[src/rtl/mdu_sequencer.sv]
// Multi-cycle MULT/MULTU/DIV/DIVU sequencer. It performs 32 shift-add or restoring
// shift-subtract steps on a borrowed ALU and holds the HI/LO result registers.
module mdu_sequencer #(
   parameter logic [5:0] FUNC_ADD = 6'h20,
   parameter logic [5:0] FUNC_SUB = 6'h22
) (
   input  logic        clk,
   input  logic        rst,
   input  logic        start,
   input  logic [1:0]  op,
   input  logic [31:0] opa,
   input  logic [31:0] opb,
   output logic [31:0] alu_opa,
   output logic [31:0] alu_opb,
   output logic [5:0]  alu_func,
   input  logic [31:0] alu_res,
   input  logic        alu_cout,
   output logic        busy,
   output logic        done,
   output logic        div_zero,
   output logic [31:0] hi,
   output logic [31:0] lo
);

   typedef enum logic [1:0] {S_IDLE, S_ITER, S_POST} state_t;

   state_t      r_state;
   logic [4:0]  r_count;
   logic        r_is_div;
   logic        r_signed;
   logic        r_sign_a;
   logic        r_sign_b;
   logic [31:0] r_acc;
   logic [31:0] r_lo_w;
   logic [31:0] r_operand;
   logic [31:0] r_raw_a;
   logic        r_busy;
   logic        r_done;
   logic        r_div_zero;
   logic [31:0] r_hi;
   logic [31:0] r_lo;

   logic        w_signed_req;
   logic [31:0] w_abs_a;
   logic [31:0] w_abs_b;
   logic [31:0] w_div_r;
   logic        w_div_ok;
   logic [63:0] w_prod_neg;
   logic [31:0] w_q_neg;
   logic [31:0] w_rem_neg;

   // op[0] set means unsigned; magnitudes of 0x80000000 stay 0x80000000
   assign w_signed_req = ~op[0];
   assign w_abs_a      = (w_signed_req && opa[31]) ? (~opa + 32'd1) : opa;
   assign w_abs_b      = (w_signed_req && opb[31]) ? (~opb + 32'd1) : opb;

   assign w_div_r    = {r_acc[30:0], r_lo_w[31]};
   assign w_div_ok   = r_acc[31] | alu_cout;
   assign w_prod_neg = ~{r_acc, r_lo_w} + 64'd1;
   assign w_q_neg    = ~r_lo_w + 32'd1;
   assign w_rem_neg  = ~r_acc + 32'd1;

   assign alu_opa  = (r_state == S_ITER) ? (r_is_div ? w_div_r : r_acc) : 32'd0;
   assign alu_opb  = (r_state == S_ITER) ? r_operand : 32'd0;
   assign alu_func = (r_state == S_ITER && r_is_div) ? FUNC_SUB : FUNC_ADD;

   always_ff @(posedge clk) begin
      if (rst) begin
         r_state    <= S_IDLE;
         r_count    <= 5'd0;
         r_is_div   <= 1'b0;
         r_signed   <= 1'b0;
         r_sign_a   <= 1'b0;
         r_sign_b   <= 1'b0;
         r_acc      <= 32'd0;
         r_lo_w     <= 32'd0;
         r_operand  <= 32'd0;
         r_raw_a    <= 32'd0;
         r_busy     <= 1'b0;
         r_done     <= 1'b0;
         r_div_zero <= 1'b0;
         r_hi       <= 32'd0;
         r_lo       <= 32'd0;
      end else begin
         r_done <= 1'b0;
         case (r_state)
            S_IDLE: begin
               if (start) begin
                  r_is_div   <= op[1];
                  r_signed   <= w_signed_req;
                  r_sign_a   <= opa[31];
                  r_sign_b   <= opb[31];
                  r_raw_a    <= opa;
                  r_acc      <= 32'd0;
                  r_lo_w     <= op[1] ? w_abs_a : w_abs_b;
                  r_operand  <= op[1] ? w_abs_b : w_abs_a;
                  r_div_zero <= op[1] && (opb == 32'd0);
                  r_count    <= 5'd0;
                  r_busy     <= 1'b1;
                  r_state    <= S_ITER;
               end
            end
            S_ITER: begin
               if (r_is_div) begin
                  r_acc  <= w_div_ok ? alu_res : w_div_r;
                  r_lo_w <= {r_lo_w[30:0], w_div_ok};
               end else if (r_lo_w[0]) begin
                  r_acc  <= {alu_cout, alu_res[31:1]};
                  r_lo_w <= {alu_res[0], r_lo_w[31:1]};
               end else begin
                  r_acc  <= {1'b0, r_acc[31:1]};
                  r_lo_w <= {r_acc[0], r_lo_w[31:1]};
               end
               r_count <= r_count + 5'd1;
               if (r_count == 5'd31) begin
                  r_state <= S_POST;
               end
            end
            S_POST: begin
               if (r_div_zero) begin
                  r_hi <= r_raw_a;
                  r_lo <= 32'hFFFF_FFFF;
               end else if (r_is_div) begin
                  r_lo <= (r_signed && (r_sign_a ^ r_sign_b)) ? w_q_neg : r_lo_w;
                  r_hi <= (r_signed && r_sign_a) ? w_rem_neg : r_acc;
               end else if (r_signed && (r_sign_a ^ r_sign_b)) begin
                  r_hi <= w_prod_neg[63:32];
                  r_lo <= w_prod_neg[31:0];
               end else begin
                  r_hi <= r_acc;
                  r_lo <= r_lo_w;
               end
               r_done  <= 1'b1;
               r_busy  <= 1'b0;
               r_state <= S_IDLE;
            end
            default: r_state <= S_IDLE;
         endcase
      end
   end

   assign busy     = r_busy;
   assign done     = r_done;
   assign div_zero = r_div_zero;
   assign hi       = r_hi;
   assign lo       = r_lo;

endmodule

[config.mk]
export PLATFORM = sky130hd
export DESIGN_NAME = mdu_sequencer
export DESIGN_NICKNAME = d
export VERILOG_FILES = /design/src/rtl/mdu_sequencer.sv
export SDC_FILE = /design/constraint.sdc
export NUM_CORES = 1
export LEC_CHECK = 0
export BUFFER_PORTS_ARGS = -buffer_cell sky130_fd_sc_hd__buf_4
export CAP_MARGIN = 20
export CORE_ASPECT_RATIO = 2
export CORE_MARGIN = 2
export CORE_UTILIZATION = 25
export DETAILED_ROUTE_END_ITERATION = 8
export GPL_TIMING_DRIVEN = 1
export PLACE_DENSITY_LB_ADDON = 0.05
export SYNTH_ARGS = -nofsm -noshare
export SYNTH_HDL_FRONTEND = slang
export SYNTH_SLANG_ARGS = --single-unit
export TNS_END_PERCENT = 1
[constraint.sdc]
create_clock -name clk -period 8.9 [get_ports clk]
set_input_delay 2.225 -clock clk [delete_from_list [all_inputs] [get_ports clk]]
set_output_delay 2.225 -clock clk [all_outputs]
set_load 0.005 [all_outputs]
* Word-level counts from Yosys, hierarchy flattened
Index checks and enable logic that the tools add are counted.
Word-level totals: register bits 206, logic and storage cells 81, output and inout bits 137
Cells by class: eq/ne operators 5, muxes and demuxes 33, bitwise gates (word level) 8, add/subtract/negate cells 6, reductions and logical operators 14
Operator list (number):
- 32-bit 2-to-1 mux | 22
- 32-bit by 1-bit adder with 32-bit output (second input constant) | 4
- 32-bit inverter | 4
- 32-bit case mux with 2 select lines | 2
- 64-bit by 1-bit adder with 64-bit output (second input constant) | 1
- 64-bit inverter | 1
- 32-bit logical NOT | 1
- 5-bit case mux with 2 select lines | 1
- 2-bit AND reduction | 4
- 1-bit logical AND | 6
- 2-bit 2-to-1 mux | 3
- 5-bit by 1-bit adder with 5-bit output (second input constant) | 1
- 5-bit equality test (second input constant) | 1
- 5-bit 2-to-1 mux | 1
- 2-bit case mux with 2 select lines | 1
- 2-bit nonzero test | 2
- 2-bit by 1-bit equality test with 1-bit output (second input constant) | 1
- 2-bit equality test (second input constant) | 1
- 2-bit logical NOT | 1
- 1-bit 2-to-1 mux | 2
- 2-bit by 1-bit != test with 1-bit output (second input constant) | 1
- 2-bit != test (second input constant) | 1
- 1-bit case mux with 2 select lines | 1
- 1-bit inverter | 1
- other kinds (2) | 2

* Logic depth before layout (Yosys ltp)
Gate-level depths: netlist (run 1).
depth in word-level cells 6, gate-level depth with buffers 12, gate-level depth less buffers 9

* Worst setup path before layout (run 1)
Ideal clock, no wire load.
kind input to register, start input port opb[22], end register r_lo_w[26], path slack 4.611 ns, path buffers 0, data arrival time 4.175 ns, cell stages on the path 7, data required time 8.786 ns, path through or4_1 or2_2 or2_2 o41ai_2 xnor2_1 o21ai_0 a2111oi_0
On the way: longest elaborated chain between the ends 6
RTL lines:
- from (decl) | line 12 | input logic [31:0] opb,
- 32-bit inverter | line 55 | assign w_abs_b = (w_signed_req && opb[31]) ? (~opb + 32'd1) : opb;
- 32-bit by 1-bit adder with 32-bit output | line 55
- 32-bit 2-to-1 mux | line 55
- 32-bit 2-to-1 mux | line 95 | r_lo_w <= op[1] ? w_abs_a : w_abs_b;
- 32-bit 2-to-1 mux | line 88 | if (start) begin
- 32-bit case mux with 2 select lines | line 86 | case (r_state)
- to (signal assigned) | line 95
- to (signal assigned) | line 106 | r_lo_w <= {r_lo_w[30:0], w_div_ok};
- to (signal assigned) | line 109 | r_lo_w <= {alu_res[0], r_lo_w[31:1]};
- to (decl) | line 34 | logic [31:0] r_lo_w;
Every way passes these cells. The select of a mux whose other input is x is not followed. A chain may end at the register's enable or synchronous reset.

* Worst setup path in the final report (run 1)
start register r_state[0], end output port alu_opb[31]
On the way: longest elaborated chain between the ends 2
RTL lines:
- from (decl) | line 27 | state_t r_state;
- from (signal assigned) | line 69 | r_state <= S_IDLE;
- from (signal assigned) | line 100 | r_state <= S_ITER;
- from (signal assigned) | line 116 | r_state <= S_POST;
- 2-bit by 1-bit equality test with 1-bit output | line 64 | assign alu_opb = (r_state == S_ITER) ? r_operand : 32'd0;
- 32-bit 2-to-1 mux | line 64
- to (decl) | line 14 | output logic [31:0] alu_opb,
Every way passes these cells.

==> results.toml, run 1 <==
[status]
outcome = "finished clean"

[grt]
first_global_vias = 14084
antenna_found_initial = 0
grtUsageTotal_pct = 23.0
grt_overflow = 0
grt_pass1_wl_um = 97400
grt_max_degree = 124

[clock_tree]
numCtsBuffers = 23
postCtsSetupBuffers = 0
cts_max_path_buffers = 3
worstSkewPairLatency_ns = 0.55
clkTransAtPathRegs_ns = 0.07
ctsResizeCount = 0
cts_sinks = 205
root_buffer = "clkbuf_16"
h-tree-depth = 1
postCtsHoldBufs = 0
cts_tree = "yes"

[pwr]
pwr-share-clk_pct = 38.7
internal_power_mw = 1.82
p_comb_share_pct = 23.1
p_seq_share_pct = 38.2
ir_worst_vdd_v = 0.0000711
switching_share_pct = 33.9
p_per_area_mw_per_mm2 = 166
power.leakage_nw = 5.94
switchingPower_mw = 0.935

[timing]
hold_violations = 0
setup_ws_ns = 3.97
worstMarginPinSlew_ns = 1.15
rsz0062_at_grt = "false"
final.setup_skew_ns = 0.0175
setup_viol = 0
report.final.slew_viol_count = 0
min_period_ns = 4.93
fin_hold_ws_ns = 0.453
fmax_mhz = 203
min_period_over_period_pct = 55.4
relSlewSlack_pct = 23.1
final.setup.tns_ns = 0

[placement]
port_buffers = 233
dp_hpwl_um = 50400
gp_routability_congestion = 0.921
dpl_cell_area_mm2 = 0.0158
dp_slack_ns = 3.92

[yosys]
ys_top_cells_by_area = "dfxtp_1 (30%), nor2_1 (5.9%), nand2_1 (5.6%)"
synth_top_area_share_pct = 30.0
syn-cell-area_mm2 = 0.0137
synthTopCellsByCount = "nor2_1 (216), dfxtp_1 (205), nand2_1 (204)"
synthFlopType = "dfxtp_1"
ys_seq_area_share_pct = 30.0
ys_ff_latch = 205
synth_enable_flop_cells = 0
yosys.area.top_type = "dfxtp_1"
yosysMostFrequentCell = "nor2_1"
synthArstFlopShare_pct = 0
ys_types = 86
yosysWarnings = 0
syn_avg_cell_area_um2 = 7.46
syn_inst = 1833

[critical_path]
critPathCaptureType = "primary output"
critPathRequiredTime_ns = 6.68
path_class = "reg2out"
crit_fanout = 38
crit_arrival_ns = 2.71
startpoint_type = "register"
rr_worst_depth = 8

[final_layout]
drive_gt1_share_pct = 18.1
area_growth_pct = 21.4
final_nets = 2036
fillers = 5965
fin_area_mm2 = 0.0166
n_antenna_cell = 0
final_util_pct = 30.6

[drt]
vias = 14257
wirelength_um = 67000
route.detailed.drc = 0
via_per_inst = 5.44
drt.antenna.violating_nets = 0
dr.pass1.iters = 5
first_iter_violations = 996
routedWlPerCell_um = 25.6

[job]
cap_violations = 0

[floorplanning]
core_area_mm2 = 0.0542
die_w_um = 169
start_util_pct = 25.2
die_y_um = 335
die_area_mm2 = 0.0567
ios = 239
row_count = 121

[worst_hold_path]
hold_path_class = "reg2reg"
hold_depth = 2
## cell families (layout without fill, tap and decap cells)
group | after synthesis | after routing | synth area share [%]
simple gates | 690 | 690 | 25.0
buf+inv | 209 | 317 | 6.09
xor+xnor | 117 | 117 | 7.49
compound gates | 537 | 537 | 25.9
other cells | 2 | 5 | 0.0549
fa+ha+maj | 6 | 6 | 0.549
flops | 205 | 205 | 30.0
mux | 67 | 67 | 4.98
## flip-flops by register name (all words and copies together), names as in the netlist
signal,count
done,1
r_raw_a,31
r_sign_b,1
r_state,2
r_lo_w,32
r_acc,32
lo,32
busy,1
r_count,5
r_sign_a,1
r_is_div,1
hi,32
r_signed,1
r_operand,32
div_zero,1
## final timing paths
check	end	slack (ns)	startpoint
worst max-delay path	alu_opb[31]	3.97	r_state[0]$_SDFFE_PP0P_
worst max register to register	hi[30]$_SDFFE_PP0P_	4.96	r_is_div$_SDFFE_PP0P_
worst min-delay path	r_operand[22]$_SDFFE_PP0P_	0.45	r_operand[22]$_SDFFE_PP0P_
worst min register to register	r_operand[22]$_SDFFE_PP0P_	0.45	r_operand[22]$_SDFFE_PP0P_
## worst max-delay path: stages (launching register included)
cell	delay, ns
dfxtp_1	0.50
nor2b_4	0.74
buf_4	0.48
and2_1	0.26
buf_4	0.14
## area by class of cell
type / instances / area [um2] / share of cell area [%]
multi-input combinational: 1422 / 8800 / 53.0
inverter: 16 / 60.1 / 0.362
clock buffer: 29 / 648 / 3.90
clock inverter: 12 / 170 / 1.02
timing repair buffer: 260 / 1980 / 11.9
sequential: 205 / 4110 / 24.7
tap: 676 / 846 / 5.09
## layout by cell type (no fill, tap or decap), drive strengths merged, types with 7 or more instances in the layout
| master | n |
|---|---|
| nand2 | 205 |
| nand3 | 23 |
| a22oi | 25 |
| nor4 | 39 |
| a21oi | 141 |
| dfxtp | 205 |
| xor2 | 39 |
| nor2 | 216 |
| and2 | 43 |
| a211oi | 65 |
| nor2b | 34 |
| o22ai | 15 |
| o221ai | 9 |
| o41ai | 9 |
| nand3b | 13 |
| or4 | 11 |
| clkinv | 7 |
| a221oi | 15 |
| clkbuf | 29 |
| nor3 | 41 |
| a31oi | 29 |
| mux2i | 59 |
| nand4 | 14 |
| a311oi | 42 |
| mux2 | 8 |
| nand2b | 12 |
| or3 | 8 |
| o21ai | 112 |
| buf | 260 |
| xnor2 | 78 |
| o211ai | 8 |
| inv | 16 |
| o31ai | 15 |
| and3 | 10 |
## through the flow
stage	total power [mW]	cells
CTS	2.79	2619
detailed placement	1.71	2578
floorplan	1.43	1836
finish	2.76	2620
global route	2.87	2620
global placement	1.71	2578
## metal layers
layer / up-vias / routed length (um) / global-route usage, %
li1: 6774 / - / -
met1: 6910 / 25800 / 25.7
met2: 455 / 33800 / 41.2
met3: 118 / 2510 / 2.20
met4: 0 / 4860 / 14.8
met5: - / 0 / 0
## power groups by stage
stage	Combinational [mW]	Sequential [mW]	Clock, mW
final	0.636	1.05	1.07
after global routing	0.688	1.06	1.12
after CTS	0.639	1.05	1.10
after detailed placement	0.635	1.07	0
after global placement	0.637	1.07	0
after floorplan	0.423	1.01	0
No activity file was read; power rests on OpenSTA's default activity.
==> run 2: changes to the inputs <==
- clock period: 8.9 -> 4.3 ns (I/O delays scaled with it)
==> results.toml, run 2 (synthesis gave the netlist of run 1 again) <==
[timing]
final.setup.tns_ns = 0
rsz0062_at_grt = "false"
min_period_over_period_pct = 78.1
relSlewSlack_pct = 28.2
report.final.slew_viol_count = 0
hold_violations = 0
worstMarginPinSlew_ns = 1.07
fmax_mhz = 298
fin_hold_ws_ns = 0.441
setup_viol = 0
final.setup_skew_ns = 0.0113
min_period_ns = 3.36

[final_layout]
fillers = 5940
final_nets = 2091
area_growth_pct = 24.5
final_util_pct = 31.4
layout.cells.non_filler = 2675
layout_common_cells = "buf_4 (312), nor2_1 (214), nand2_1 (204)"
drive_gt1_share_pct = 20.3
n_antenna_cell = 0
layout_commonest_cell = "buf_4"

[drt]
dr.pass1.iters = 5
routedWlPerCell_um = 26.1
via_per_inst = 5.42
vias = 14496
drt.antenna.violating_nets = 0
route.detailed.drc = 0
first_iter_violations = 910
wirelength_um = 69900

[pwr]
power_mw = 5.83
p_per_area_mw_per_mm2 = 342
power.leakage_nw = 6.20
ir_worst_vdd_v = 0.000201

[job]
cap_violations = 0

[clock_tree]
numCtsBuffers = 23
postCtsHoldBufs = 0
worstSkewPairLatency_ns = 0.55
h-tree-depth = 1
cts_sinks = 205
root_buffer = "clkbuf_16"
cts_tree = "yes"
postCtsSetupBuffers = 0
cts_max_path_buffers = 3
ctsResizeCount = 0
clkTransAtPathRegs_ns = 0.07

[grt]
grtUsageTotal_pct = 24.2
grt_max_degree = 72
first_global_vias = 14295
antenna_found_initial = 0
grt_pass1_wl_um = 101000
grt_overflow = 0

[critical_path]
cpPeakStageDelay_ns = 0.69
slowest_stage = "nand2b_4"
crit_fanout = 64
critPathRequiredTime_ns = 3.22
cp_cell_sequence = "nand2b_4, nor2_1, buf_4"
startpoint_type = "register"
path_class = "reg2out"
critPathCaptureType = "primary output"
crit_arrival_ns = 2.28

[floorplanning]
row_count = 121
start_util_pct = 25.2
die_area_mm2 = 0.0567
die_y_um = 335
die_w_um = 169
core_area_mm2 = 0.0542
ios = 239

[placement]
dp_hpwl_um = 54300
dpl.cell_count = 2633
port_buffers = 233
gp_routability_congestion = 0.923

[status]
outcome = "finished clean"

[worst_hold_path]
hold_path_class = "reg2reg"
[run 2: final timing paths]
path         slack [ns]                       start  depth (start not counted)                          to
max                0.94     r_state[1]$_SDFFE_PP0P_                          3                  alu_opa[2]
max reg2reg        1.16      r_lo_w[0]$_SDFFE_PP0P_                          9         hi[10]$_SDFFE_PP0P_
min reg2reg        0.44  r_operand[22]$_SDFFE_PP0P_                          2  r_operand[22]$_SDFFE_PP0P_
min                0.44  r_operand[22]$_SDFFE_PP0P_                          2  r_operand[22]$_SDFFE_PP0P_
[run 2: per-stage QoR]
stage	setup slack, ns	cell area (um2)
after global placement	0.714	16200
final	0.943	17000
after floorplan	1.16	13700
after global routing	0.810	17000
after detailed placement	0.647	16200
after CTS	0.888	17000
[run 2: cell type report]
cell class / count / area (um2) / area share [%]
Timing Repair Buffer: 315 / 2390 / 14.0
Multi-Input combinational cell: 1422 / 8800 / 51.6
Tap cell: 676 / 846 / 4.96
Sequential cell: 205 / 4110 / 24.1
Clock buffer: 28 / 624 / 3.66
Inverter: 16 / 60.1 / 0.352
Clock inverter: 13 / 214 / 1.26
[run 2: metal layers]
layer  vias up  global-route usage [%]  share of wire [%]
met5         -                       0                  0
met1      7040                    26.1                 37
met2       475                    45.3                 53
li1       6884                       -                  -
met4         0                    14.0                6.6
met3        97                    1.99                3.5
[run 2: report_power, final]
group / total, mW / internal (mW) / switching [mW] / leakage [nW]
logic: 1.43 / 0.522 / 0.904 / 4.13
clock network: 2.25 / 1.34 / 0.907 / 0.400
registers: 2.15 / 1.99 / 0.161 / 1.67
[run 2: worst max-delay path, delay by kind of cell (launching register included)]
family | cells | cell delay (ns)
buf+inv | 1 | 0.20
flops | 1 | 0.55
simple gates | 2 | 0.92
==> run 3: changes to the inputs <==
- ABC_AREA: not set -> 1
- clock period: 4.3 -> 3.5 ns (I/O delays scaled with it)
==> results.toml, run 3 <==
[timing]
worstMarginPinSlew_ns = 1.06
final.setup_skew_ns = 0.0385
setup_viol = 0
report.final.slew_viol_count = 0
rsz0062_at_grt = "false"
final.setup.tns_ns = 0
hold_violations = 0
fmax_mhz = 304
fin_hold_ws_ns = 0.457
min_period_ns = 3.29
relSlewSlack_pct = 28.5
min_period_over_period_pct = 94.0

[yosys]
synth_top_area_share_pct = 28.5
ys_ff_latch = 205
yosys.area.top_type = "dfxtp_1"
synth_enable_flop_cells = 0
synthFlopType = "dfxtp_1"
ys_types = 39
ys_top_cells_by_area = "dfxtp_1 (28%), nand2_1 (17%), o21ai_0 (9.7%)"
synthArstFlopShare_pct = 0
syn_inst = 2463
synthTopCellsByCount = "nand2_1 (646), nor2_1 (340), o21ai_0 (279)"
ys_seq_area_share_pct = 28.5
yosysWarnings = 0
syn_avg_cell_area_um2 = 5.85
syn-cell-area_mm2 = 0.0144
yosysMostFrequentCell = "nand2_1"

[final_layout]
drive_gt1_share_pct = 14.2
layout.cells.non_filler = 3418
final_nets = 2753
n_antenna_cell = 0
layout_commonest_cell = "nand2_1"
area_growth_pct = 24.1
layout_common_cells = "nand2_1 (646), nor2_1 (338), buf_4 (288)"
fin_area_mm2 = 0.0179

[grt]
grt_max_degree = 84
grt_overflow = 0
first_global_vias = 17187
grt_pass1_wl_um = 118000
antenna_found_initial = 0
grtUsageTotal_pct = 27.2

[critical_path]
crit_fanout = 39
cp_cell_sequence = "clkinv_2, buf_4, nor2_1, a211oi_1, buf_4"
cpPeakStageDelay_ns = 0.46
slowest_stage = "buf_4"
crit_arrival_ns = 2.41
startpoint_type = "register"
path_class = "reg2out"
crit_family = "buffers and inverters"
critPathCaptureType = "primary output"
rr_startpoint = "r_acc[3]$_SDFFE_PP0P_"
rr_worst_depth = 12
r2r_end = "hi[15]$_SDFFE_PP0P_"
critPathMostFrequentCell = "buf_4"
critPathRequiredTime_ns = 2.62
critPathBufInv = 3
ff2ff_setup_slack_ns = 0.78

[placement]
dpl_cell_area_mm2 = 0.0170
port_buffers = 233
gp_routability_congestion = 0.969
dpl.cell_count = 3375
dp_hpwl_um = 66600

[floorplanning]
ios = 239
die_w_um = 174
die_y_um = 344
start_util_pct = 25.3
row_count = 124
die_area_mm2 = 0.0597
core_area_mm2 = 0.0571

[drt]
route.detailed.drc = 0
routedWlPerCell_um = 24.4
dr.pass1.iters = 6
wirelength_um = 83300
vias = 17197
via_per_inst = 5.03
first_iter_violations = 1139
drt.antenna.violating_nets = 0

[worst_hold_path]
min_from = "hi[27]$_SDFFE_PP0P_"
hold_depth = 2
hold_path_class = "reg2reg"
whs_endpoint = "hi[27]$_SDFFE_PP0P_"

[clock_tree]
ctsResizeCount = 0
root_buffer = "clkbuf_16"
h-tree-depth = 1
cts_max_path_buffers = 3
postCtsSetupBuffers = 0
worstSkewPairLatency_ns = 0.58
postCtsHoldBufs = 0
cts_tree = "yes"
cts_sinks = 205
clkTransAtPathRegs_ns = 0.06
numCtsBuffers = 24

[pwr]
power_mw = 7.62
p_per_area_mw_per_mm2 = 426
ir_worst_vdd_v = 0.000314
power.leakage_nw = 8.43

[job]
cap_violations = 0

[status]
outcome = "finished clean"
==> run 3: cell types whose count changed after synthesis, moves of 51 or more <==
cell	change
clkbuf_1	-51
inv_1	+216
mux2i_1	-59
nand2_1	+442
nand3_1	+155
nor2_1	+124
o21ai_0	+176
xnor2_1	-68
==> run 3: routing by layer <==
metal  GRT usage, %  share of wire (%)  up-vias
li1               -                  -     8416
met1           26.2                 34     8054
met2           52.6                 53      547
met3           2.33                3.2      180
met4           21.3                9.0        0
met5              0                  0        -
==> run 3: power breakdown <==
part	total, mW	internal [mW]	switching (mW)
clock network	2.80	1.64	1.16
logic	2.19	0.641	1.55
registers	2.62	2.46	0.162
==> run 3: worst max path at each step <==
stage	startpoint	to	cells after the start
global route	r_is_div$_SDFFE_PP0P_	alu_opa[31]	5
global placement	op[0]	r_lo_w[7]$_SDFFE_PP0P_	10
CTS	r_is_div$_SDFFE_PP0P_	alu_opa[31]	5
finish	r_is_div$_SDFFE_PP0P_	alu_opa[30]	5
detailed placement	opa[2]	r_lo_w[9]$_SDFFE_PP0P_	13
floorplan	r_state[1]$_SDFFE_PP0P_	alu_opa[25]	5
==> run 3: tightest hold or removal path, cell delays in order, from the launching register on <==
cell and delay [ns]:
dfxtp_1 0.31, nand2_1 0.06, nand2_1 0.04
==> run 3: per-stage QoR <==
| stage | worst slack, ns | util [%] |
|---|---|---|
| floorplan | 1.32 | - |
| CTS | 0.206 | 31.3 |
| global route | 0.153 | 31.3 |
| global placement | 0.411 | 29.8 |
| finish | 0.210 | 31.3 |
| detailed placement | 0.433 | 29.8 |
==> run 3: cells by family (layout without fill, tap and decap cells) <==
group           Yosys count  after routing  synth area share [%]
compound gates          602            602                  23.2
xor+xnor                 51             51                  3.10
fa+ha+maj                 6              6                 0.521
buf+inv                 380            576                  10.4
flops                   205            205                  28.5
other cells               2              5                0.0521
simple gates           1217           1217                  34.3
==> run 3: cell type report <==
| cell class | count | area, um2 |
|---|---|---|
| clock inverter | 13 | 188 |
| sequential | 205 | 4110 |
| clock buffer | 30 | 663 |
| fill | 6695 | 39200 |
| inverter | 242 | 912 |
| tap | 756 | 946 |
| multi-input combinational | 1881 | 8860 |
| timing repair buffer | 291 | 2220 |
